File: config.mk
export PLATFORM = sky130hd
export DESIGN_NAME = matrix_loader
export DESIGN_NICKNAME = d
export VERILOG_FILES = /design/src/rtl/matrix_pkg.sv /design/src/rtl/matrix_word_packer.sv /design/src/rtl/matrix_loader.sv
export SDC_FILE = /design/constraint.sdc
export NUM_CORES = 1
export LEC_CHECK = 0
export BUFFER_PORTS_ARGS = -buffer_cell sky130_fd_sc_hd__buf_2
export CAP_MARGIN = 10
export CORE_MARGIN = 5
export CORE_UTILIZATION = 59
export DETAILED_ROUTE_END_ITERATION = 8
export GPL_TIMING_DRIVEN = 0
export PLACE_DENSITY = 0.84
export RECOVER_POWER = 25
export SYNTH_ARGS = -nofsm -noshare
export SYNTH_HDL_FRONTEND = slang
export SYNTH_SLANG_ARGS = --single-unit
export TNS_END_PERCENT = 5
File: constraint.sdc
create_clock -name clock -period 4.15 [get_ports clock]
set_input_delay 0.6225 -clock clock [delete_from_list [all_inputs] [get_ports clock]]
set_output_delay 0.6225 -clock clock [all_outputs]
set_load 0.05 [all_outputs]
File: src/rtl/matrix_pkg.sv
// Shared types and constants for the matrix loader and its word packer.
package matrix_pkg;

  localparam int DATA_W = 16;
  localparam int ADDR_W = 8;

  localparam logic [1:0] STATUS_HOLD = 2'b00;
  localparam logic [1:0] STATUS_RUN  = 2'b01;

  typedef enum logic [2:0] {
    S_LEN   = 3'd0,
    S_HI    = 3'd1,
    S_LO    = 3'd2,
    S_CSUM  = 3'd3,
    S_START = 3'd4,
    S_RUN   = 3'd5
  } state_t;

endpackage

File: src/rtl/matrix_word_packer.sv
// Byte-pair to word packer: latches the high byte, and on the low byte issues a
// one-cycle write of {hi,lo} at BASE_ADDR + word index (wrapping in ADDR_W bits).
module matrix_word_packer #(
  parameter int                ADDR_W    = matrix_pkg::ADDR_W,
  parameter int                DATA_W    = matrix_pkg::DATA_W,
  parameter logic [ADDR_W-1:0] BASE_ADDR = 8'h00
) (
  input  logic              clock,
  input  logic              reset,
  input  logic              clear,
  input  logic              hi_load,
  input  logic              lo_load,
  input  logic [7:0]        in_data,
  output logic [7:0]        word_idx,
  output logic [ADDR_W-1:0] mem_addr,
  output logic [DATA_W-1:0] mem_wdata,
  output logic              mem_we
);

  import matrix_pkg::*;

  logic [7:0] hi_byte;

  // Byte latch, word counter and registered write port.
  always_ff @(posedge clock or posedge reset) begin
    if (reset) begin
      hi_byte   <= 8'h00;
      word_idx  <= 8'd0;
      mem_we    <= 1'b0;
      mem_addr  <= BASE_ADDR;
      mem_wdata <= '0;
    end else begin
      mem_we <= 1'b0;
      if (clear) begin
        word_idx <= 8'd0;
      end else if (hi_load) begin
        hi_byte <= in_data;
      end else if (lo_load) begin
        mem_we    <= 1'b1;
        mem_wdata <= DATA_W'({hi_byte, in_data});
        mem_addr  <= BASE_ADDR + ADDR_W'(word_idx);
        word_idx  <= word_idx + 8'd1;
      end
    end
  end

endmodule

File: src/rtl/matrix_loader.sv
// Matrix loader: receives a length-prefixed byte stream, writes packed 16-bit
// words into data memory port 0, then starts the four cores and waits for them.
// Optional feature macro: CHECKSUM_EN (trailing checksum byte and sticky error).
module matrix_loader #(
  parameter int                ADDR_W    = matrix_pkg::ADDR_W,
  parameter int                DATA_W    = matrix_pkg::DATA_W,
  parameter logic [ADDR_W-1:0] BASE_ADDR = 8'h00,
  parameter int                NCORES    = 4
) (
  input  logic              clock,
  input  logic              reset,
  input  logic [7:0]        in_data,
  input  logic              in_valid,
  output logic              in_ready,
  output logic [ADDR_W-1:0] mem_addr,
  output logic [DATA_W-1:0] mem_wdata,
  output logic              mem_we,
  output logic              bus_own,
  output logic [1:0]        status,
  input  logic [NCORES-1:0] end_process,
  output logic              busy,
  output logic              done,
  output logic              error
);

  import matrix_pkg::*;

`ifdef CHECKSUM_EN
  localparam state_t AFTER_DATA = S_CSUM;
`else
  localparam state_t AFTER_DATA = S_START;
`endif

  state_t     state;
  logic [7:0] nwords;
  logic [7:0] word_idx;
  logic       accept;
  logic       last_word;
  logic       all_done;

  assign accept    = in_valid && in_ready;
  assign last_word = (word_idx == (nwords - 8'd1));
  assign all_done  = &end_process;

  matrix_word_packer #(
    .ADDR_W   (ADDR_W),
    .DATA_W   (DATA_W),
    .BASE_ADDR(BASE_ADDR)
  ) u_packer (
    .clock    (clock),
    .reset    (reset),
    .clear    (accept && (state == S_LEN)),
    .hi_load  (accept && (state == S_HI)),
    .lo_load  (accept && (state == S_LO)),
    .in_data  (in_data),
    .word_idx (word_idx),
    .mem_addr (mem_addr),
    .mem_wdata(mem_wdata),
    .mem_we   (mem_we)
  );

`ifdef CHECKSUM_EN
  logic [7:0] sum;

  // Running 8-bit sum of the stream and sticky checksum error.
  always_ff @(posedge clock or posedge reset) begin
    if (reset) begin
      sum   <= 8'h00;
      error <= 1'b0;
    end else if (accept) begin
      if (state == S_LEN) begin
        sum   <= in_data;
        error <= 1'b0;
      end else if ((state == S_CSUM) && ((sum + in_data) != 8'h00)) begin
        error <= 1'b1;
      end else begin
        sum <= sum + in_data;
      end
    end
  end
`else
  assign error = 1'b0;
`endif

  // Load/run sequencer with registered handshake and core-control outputs.
  always_ff @(posedge clock or posedge reset) begin
    if (reset) begin
      state    <= S_LEN;
      nwords   <= 8'd0;
      in_ready <= 1'b1;
      bus_own  <= 1'b1;
      status   <= STATUS_HOLD;
      busy     <= 1'b0;
      done     <= 1'b0;
    end else begin
      done <= 1'b0;
      case (state)
        S_LEN: begin
          if (accept) begin
            nwords <= in_data;
            busy   <= 1'b1;
            if (in_data == 8'd0) begin
              state    <= AFTER_DATA;
              in_ready <= (AFTER_DATA == S_CSUM);
            end else begin
              state <= S_HI;
            end
          end
        end
        S_HI: begin
          if (accept) begin
            state <= S_LO;
          end
        end
        S_LO: begin
          if (accept) begin
            if (last_word) begin
              state    <= AFTER_DATA;
              in_ready <= (AFTER_DATA == S_CSUM);
            end else begin
              state <= S_HI;
            end
          end
        end
`ifdef CHECKSUM_EN
        S_CSUM: begin
          if (accept) begin
            if ((sum + in_data) == 8'h00) begin
              state    <= S_START;
              in_ready <= 1'b0;
            end else begin
              state <= S_LEN;
              busy  <= 1'b0;
            end
          end
        end
`endif
        S_START: begin
          // The last word's write strobe is in this cycle; start cores after it.
          state   <= S_RUN;
          bus_own <= 1'b0;
          status  <= STATUS_RUN;
        end
        S_RUN: begin
          if (all_done) begin
            state    <= S_LEN;
            done     <= 1'b1;
            status   <= STATUS_HOLD;
            bus_own  <= 1'b1;
            in_ready <= 1'b1;
            busy     <= 1'b0;
          end
        end
        default: begin
          state    <= S_LEN;
          in_ready <= 1'b1;
          bus_own  <= 1'b1;
          status   <= STATUS_HOLD;
          busy     <= 1'b0;
        end
      endcase
    end
  end

endmodule
==> flow_metrics.tcl, run 1 <==
set metrics [dict create \
    setup_viol 0 \
    num_antenna_cells 0 \
    die_x_um 76.3 \
    synth-seq-area-share_pct 55.1 \
    required_ns 4.32 \
    final_cell_mix "55 x dfrtp_1, 49 x buf_2, 35 x mux2_1" \
    core_um2 4320 \
    drt_iter0_drc 139 \
    rsz0062_at_grt "no" \
    synth.distinct_cells 48 \
    grtUsageTotal_pct 19.2 \
    grt_first_pass_wirelength_um 9010 \
    status "complete, but fails checks" \
    gp_congestion 0.818 \
    worst_slack_ns 1.66 \
    violations "capacitance limit, slew limit" \
    wl_um 5250 \
    htreeDepth 3 \
    antenna_left 0 \
    r2r_start "state[2]$_DFFE_PP0P_" \
    synthCells 218 \
    startpoint "reset" \
    dr.pass1.iters 4 \
    cp_data_arrival_time_ns 2.66 \
    route.detailed.drc 0 \
    syn-cell-area_um2 2590 \
    crit_path_end "u_packer.mem_addr[4]$_DFFE_PP0P_" \
    cts_hold_buf 0 \
    reg2reg_to "u_packer.mem_wdata[1]$_DFFE_PP0P_" \
    overflow 0 \
    cts.sinks 57 \
    hold_viol_final 0 \
    synth_area_leaders "dfrtp_1 53%, mux2_1 15%, dfstp_2 2.0%" \
    post-cts-setup-buffer-count 0 \
    finClkSkew_ns 0.00500 \
    hold_ws_ns 0.479 \
    avgSynthCellArea_um2 11.9 \
    clk_pin_slew_ns 0.07 \
    dp_hpwl_um 3610 \
    cts_root_buf "clkbuf_8" \
    grt_pass1_vias 1881 \
    num_io_pins 47 \
    tns_ns 0 \
    fmax_mhz 402 \
    clkLatencyLatePin_ns 0.34 \
    critical_path.endpoint_type "async pin" \
    r2r_cells 7 \
    cts_tree "built" \
    min_period_ns 2.49 \
    synthFlopType "dfrtp_1" \
    cap_violations 1 \
    async_reset_ff_share_pct 100 \
    hp-class "reg2reg" \
    rows 24 \
    synth_edf_count 0 \
    post-route-period-util_pct 60.0 \
    die_y_um 76.3 \
    worst_pin_slew_ns 1.56 \
    final_common_cell "dfrtp_1" \
    ys_ff_latch 57 \
    start_kind "primary input" \
    nets 292 \
    io_buffers 44 \
    initial_core_util_pct 60.0 \
    post_cts_resized 0 \
    slew_violations 31 \
    grt_max_degree 31 \
    cts_buffers 9 \
    vias 1844 \
    crit_fanout 30 \
    die_area_um2 5820 \
    wire_per_inst_um 15.8 \
    antenna_found_initial 0 \
    clockBufferDepth 2 \
    synthToLayoutAreaGrowth_pct 19.6 \
    drive_gt1_share_pct 28.6 \
    via_per_inst 5.55 \
    synth.top_cell.area_share_pct 53.1 \
    slew_headroom_pct -4.23 \
    crit_type "in2async" \
    post-place-ws_ns 1.89 \
    cellPowerDensity_nw_per_um2 766 \
    r2r_setup_slack_ns 1.97 \
    leakage_nw 1.54 \
    yosys_warnings 0 \
    synth_top_area_cell "dfrtp_1" \
    n_fill_cell 311 \
    ir_worst_vdd_mv 0.532 \
]
-- worst max-delay path, cell delays in order --
cell,delay [ns]
buf_2,0.09
inv_1,0.72
clkbuf_1,1.20
-- stage by stage --
stage               std cells  utilization, %  area, µm²  total power [mW]
floorplan                 219               -       2600              1.61
global placement          315            66.7       2880              1.80
detailed placement        316            67.1       2900              1.83
CTS                       332            72.1       3120              2.39
global route              332            71.7       3100              2.51
finish                    332            71.7       3100              2.38
-- kinds of logic after synthesis --
| kind of cell | share of synthesized area (%) |
|---|---|
| other cells | 0.145 |
| mux | 16.1 |
| buf+inv | 3.18 |
| simple gates | 13.6 |
| xor+xnor | 3.38 |
| flops | 55.1 |
| compound gates | 7.57 |
| fa+ha+maj | 0.965 |
-- synthesized netlist by cell type, drive strengths merged (4+ instances only) --
library cell / n
a21oi: 5
buf: 7
clkbuf: 4
dfrtp: 55
inv: 7
mux2: 37
nand2: 15
nand2b: 5
nand3: 6
nor2: 13
nor3: 4
nor4: 5
o21ai: 10
xnor2: 5
xor2: 5
-- how the worst min path moves through the flow --
stage / from / end / slack [ns] / depth (start not counted)
floorplan: u_packer.hi_byte[7]$_DFFE_PP0P_ / u_packer.mem_wdata[15]$_DFFE_PP0P_ / 0.45 / 1
detailed placement: u_packer.mem_wdata[11]$_DFFE_PP0P_ / u_packer.mem_wdata[11]$_DFFE_PP0P_ / 0.47 / 1
global route: u_packer.mem_wdata[9]$_DFFE_PP0P_ / u_packer.mem_wdata[9]$_DFFE_PP0P_ / 0.49 / 1
CTS: reset / u_packer.mem_wdata[1]$_DFFE_PP0P_ / 0.37 / 2
finish: u_packer.mem_wdata[12]$_DFFE_PP0P_ / u_packer.mem_wdata[12]$_DFFE_PP0P_ / 0.48 / 1
global placement: u_packer.mem_wdata[12]$_DFFE_PP0P_ / u_packer.mem_wdata[12]$_DFFE_PP0P_ / 0.46 / 1
-- flip-flops by register name (all words and copies together), names as in the netlist --
name,flops
u_packer.mem_wdata,16
nwords,8
u_packer.hi_byte,8
u_packer.mem_addr,8
u_packer.word_idx,8
state,3
bus_own,1
busy,1
done,1
in_ready,1
status,1
u_packer.mem_we,1
-- per-layer routing --
layer  part of all wire [%]  track usage, %  routed length [µm]
met4                    1.8            9.44                  95
met5                      0               0                   0
met1                     44            24.9                2300
met3                    3.9            3.78                 202
met2                     51            30.7                2650
-- cell type report --
type,instances,area [µm²],share of cell area [%]
Buffer,11,56.3,1.82
Multi-Input combinational cell,144,1090,35.0
Inverter,7,26.3,0.847
Timing Repair Buffer,45,224,7.22
Tap cell,52,65.1,2.10
Sequential cell,57,1430,46.1
Clock inverter,4,50.0,1.61
Clock buffer,12,165,5.32
-- where the power goes --
| group | internal (mW) | switching (mW) |
|---|---|---|
| Combinational | 0.309 | 0.628 |
| Clock | 0.325 | 0.227 |
| Sequential | 0.752 | 0.134 |
| Total | 1.39 | 0.989 |
No activity file was read; power rests on OpenSTA's default activity.
==> run 2, diff against run 1 <==
--- a/config.mk
+++ b/config.mk
@@ -8,10 +8,10 @@
 export BUFFER_PORTS_ARGS = -buffer_cell sky130_fd_sc_hd__buf_2
 export CAP_MARGIN = 10
 export CORE_MARGIN = 5
-export CORE_UTILIZATION = 59
+export CORE_UTILIZATION = 50
 export DETAILED_ROUTE_END_ITERATION = 8
 export GPL_TIMING_DRIVEN = 0
-export PLACE_DENSITY = 0.84
+export PLACE_DENSITY = 0.76
 export RECOVER_POWER = 25
 export SYNTH_ARGS = -nofsm -noshare
 export SYNTH_HDL_FRONTEND = slang
==> constraint.sdc (replaced) <==
create_clock -name clock -period 2.25 [get_ports clock]
set_input_delay 0.3375 -clock clock [delete_from_list [all_inputs] [get_ports clock]]
set_output_delay 0.3375 -clock clock [all_outputs]
set_load 0.05 [all_outputs]
==> run 2 against run 1 <==
  * The flow now finishes without violations
  * Register-to-register slack got worse by 1.9 ns
  * Critical path depth rose by 4
  * Design area rose by 1.5%
  * Sequential power rose by 84%
  * Flip-flop and latch count did not move
  * Via count barely moved
  * Combinational power rose by 84%
  * Sequential share of layout area fell by 0.66 points
  * Clock skew rose by 0.0013 ns
  * Worst setup slack got worse by 1.5 ns
  * Critical path type is now reg2reg
  * Largest power group unchanged
==> flow_metrics.tcl, run 2 (synthesis gave the netlist of run 1 again) <==
set metrics [dict create \
    hp-class "in2async" \
    place_inst 334 \
    crit_fanout 5 \
    slew_headroom_pct 38.8 \
    required_ns 2.47 \
    htreeDepth 3 \
    grt_pass1_vias 1843 \
    slowest_delay_ns 0.44 \
    regMostFlops "u_packer.mem_wdata" \
    clkLatencyLatePin_ns 0.33 \
    num_io_pins 47 \
    nets 292 \
    fin_cells 350 \
    fmax_mhz 469 \
    cpLargestDelayFamily "simple AND/OR/NAND/NOR gates" \
    vias 1845 \
    status "finished clean" \
    wire_per_inst_um 14.5 \
    critical_path_buf_inv_count 1 \
    grt_max_degree 34 \
    final_cell_mix "55 x dfrtp_1, 46 x buf_2, 35 x mux2_1" \
    antenna_found_initial 0 \
    final_common_cell "dfrtp_1" \
    cts_tree "built" \
    cts.sinks 57 \
    route.detailed.drc 0 \
    critical_path.endpoint_type "flop" \
    cellPowerDensity_nw_per_um2 1410 \
    synthToLayoutAreaGrowth_pct 21.3 \
    clockBufferDepth 2 \
    die_y_um 82.0 \
    ir_worst_vdd_mv 0.789 \
    dr.pass1.iters 4 \
    crit_path_top_delay_cell "dfrtp_1" \
    finClkSkew_ns 0.00633 \
    power_mw 4.43 \
    largest_reg_flops 16 \
    worstPathCellList "inv_2, ha_1, or3b_4, or4_4, a211oi_2, o211a_1, o21ai_1" \
    cp_data_arrival_time_ns 2.35 \
    cap_violations 0 \
    antenna_left 0 \
    start_kind "flop" \
    grtUsageTotal_pct 17.2 \
    overflow 0 \
    wl_um 5090 \
    num_antenna_cells 0 \
    drive_gt1_share_pct 29.3 \
    hold_viol_final 0 \
    post-cts-setup-buffer-count 0 \
    gp_congestion 0.813 \
    setup_viol 0 \
    dp_hpwl_um 3630 \
    io_buffers 44 \
    met2RoutedLength_um 2500 \
    leakage_nw 1.56 \
    core_um2 5070 \
    cts_root_buf "clkbuf_8" \
    initial_core_util_pct 51.1 \
    rsz0062_at_grt "no" \
    highest_layer "met4" \
    wl_met3_um 143 \
    clk_pin_slew_ns 0.06 \
    crit_type "reg2reg" \
    die_x_um 82.0 \
    placed_area_um2 2930 \
    slew_violations 0 \
    grt_first_pass_wirelength_um 8680 \
    rows 26 \
    drt_iter0_drc 90 \
    stdcell_area_um2 3150 \
    wl_met1_um 2310 \
    hold_ws_ns 0.193 \
    worst_pin_slew_ns 0.917 \
    via_per_inst 5.27 \
    post-route-period-util_pct 94.7 \
    die_area_um2 6730 \
    min_period_ns 2.13 \
    cts_buffers 9 \
]
==> run 2: repair_timing <==
action	in CTS	in global routing
gates resized for setup	0	4
setup endpoints to repair	0	19
hold buffers	0	0
==> run 2: worst paths after layout <==
check                                                    from                                  to  slack (ns)  cells after the start
max reg2reg                             nwords[0]$_DFFE_PP0P_                state[0]$_DFFE_PP0P_        0.12                      7
max                                     nwords[0]$_DFFE_PP0P_                state[0]$_DFFE_PP0P_        0.12                      7
max in group asynchronous                               reset    u_packer.word_idx[0]$_DFFE_PP0P_        0.75                      3
min in group clock                                 in_data[0]               nwords[0]$_DFFE_PP0P_        0.26                      3
min                                                     reset   u_packer.mem_wdata[0]$_DFFE_PP0P_        0.19                      2
min reg2reg                u_packer.mem_wdata[10]$_DFFE_PP0P_  u_packer.mem_wdata[10]$_DFFE_PP0P_        0.48                      1
==> run 2: power breakdown <==
group	total, mW	internal [mW]	switching, mW
clock network	1.08	0.679	0.403
registers	1.63	1.39	0.244
logic	1.72	0.577	1.15
==> run 2: routing by layer <==
layer | vias to the layer above | track usage [%]
li1 | 887 | -
met1 | 918 | 23.3
met2 | 31 | 26.3
met3 | 9 | 2.63
met4 | 0 | 9.97
met5 | - | 0
==> run 2: layout make-up <==
type                    count  area [µm²]
well taps                  70        87.6
repair buffers             45         225
multi-input cells         144        1090
flip-flops and latches     57        1430
inverters                   7        26.3
clock buffers              11         151
fillers                   440        1930
clock inverters             5        77.6
plain buffers              11        63.8
==> run 2: through the flow <==
stage / setup WS, ns / utilization, % / setup TNS (ns)
6_report: 0.118 / 62.0 / 0
5_1_grt: 0.00147 / 62.0 / 0
4_1_cts: 0.0940 / 62.2 / 0
3_5_place_dp: 0.115 / 57.6 / 0
3_3_place_gp: -0.172 / 57.2 / -9.27
2_1_floorplan: 0.213 / - / 0
==> run 2: worst register-to-register path, stage by stage (launching register included) <==
cell,delay (ns)
dfrtp_1,0.44
inv_2,0.08
ha_1,0.17
or3b_4,0.39
or4_4,0.42
a211oi_2,0.22
o211a_1,0.21
o21ai_1,0.08
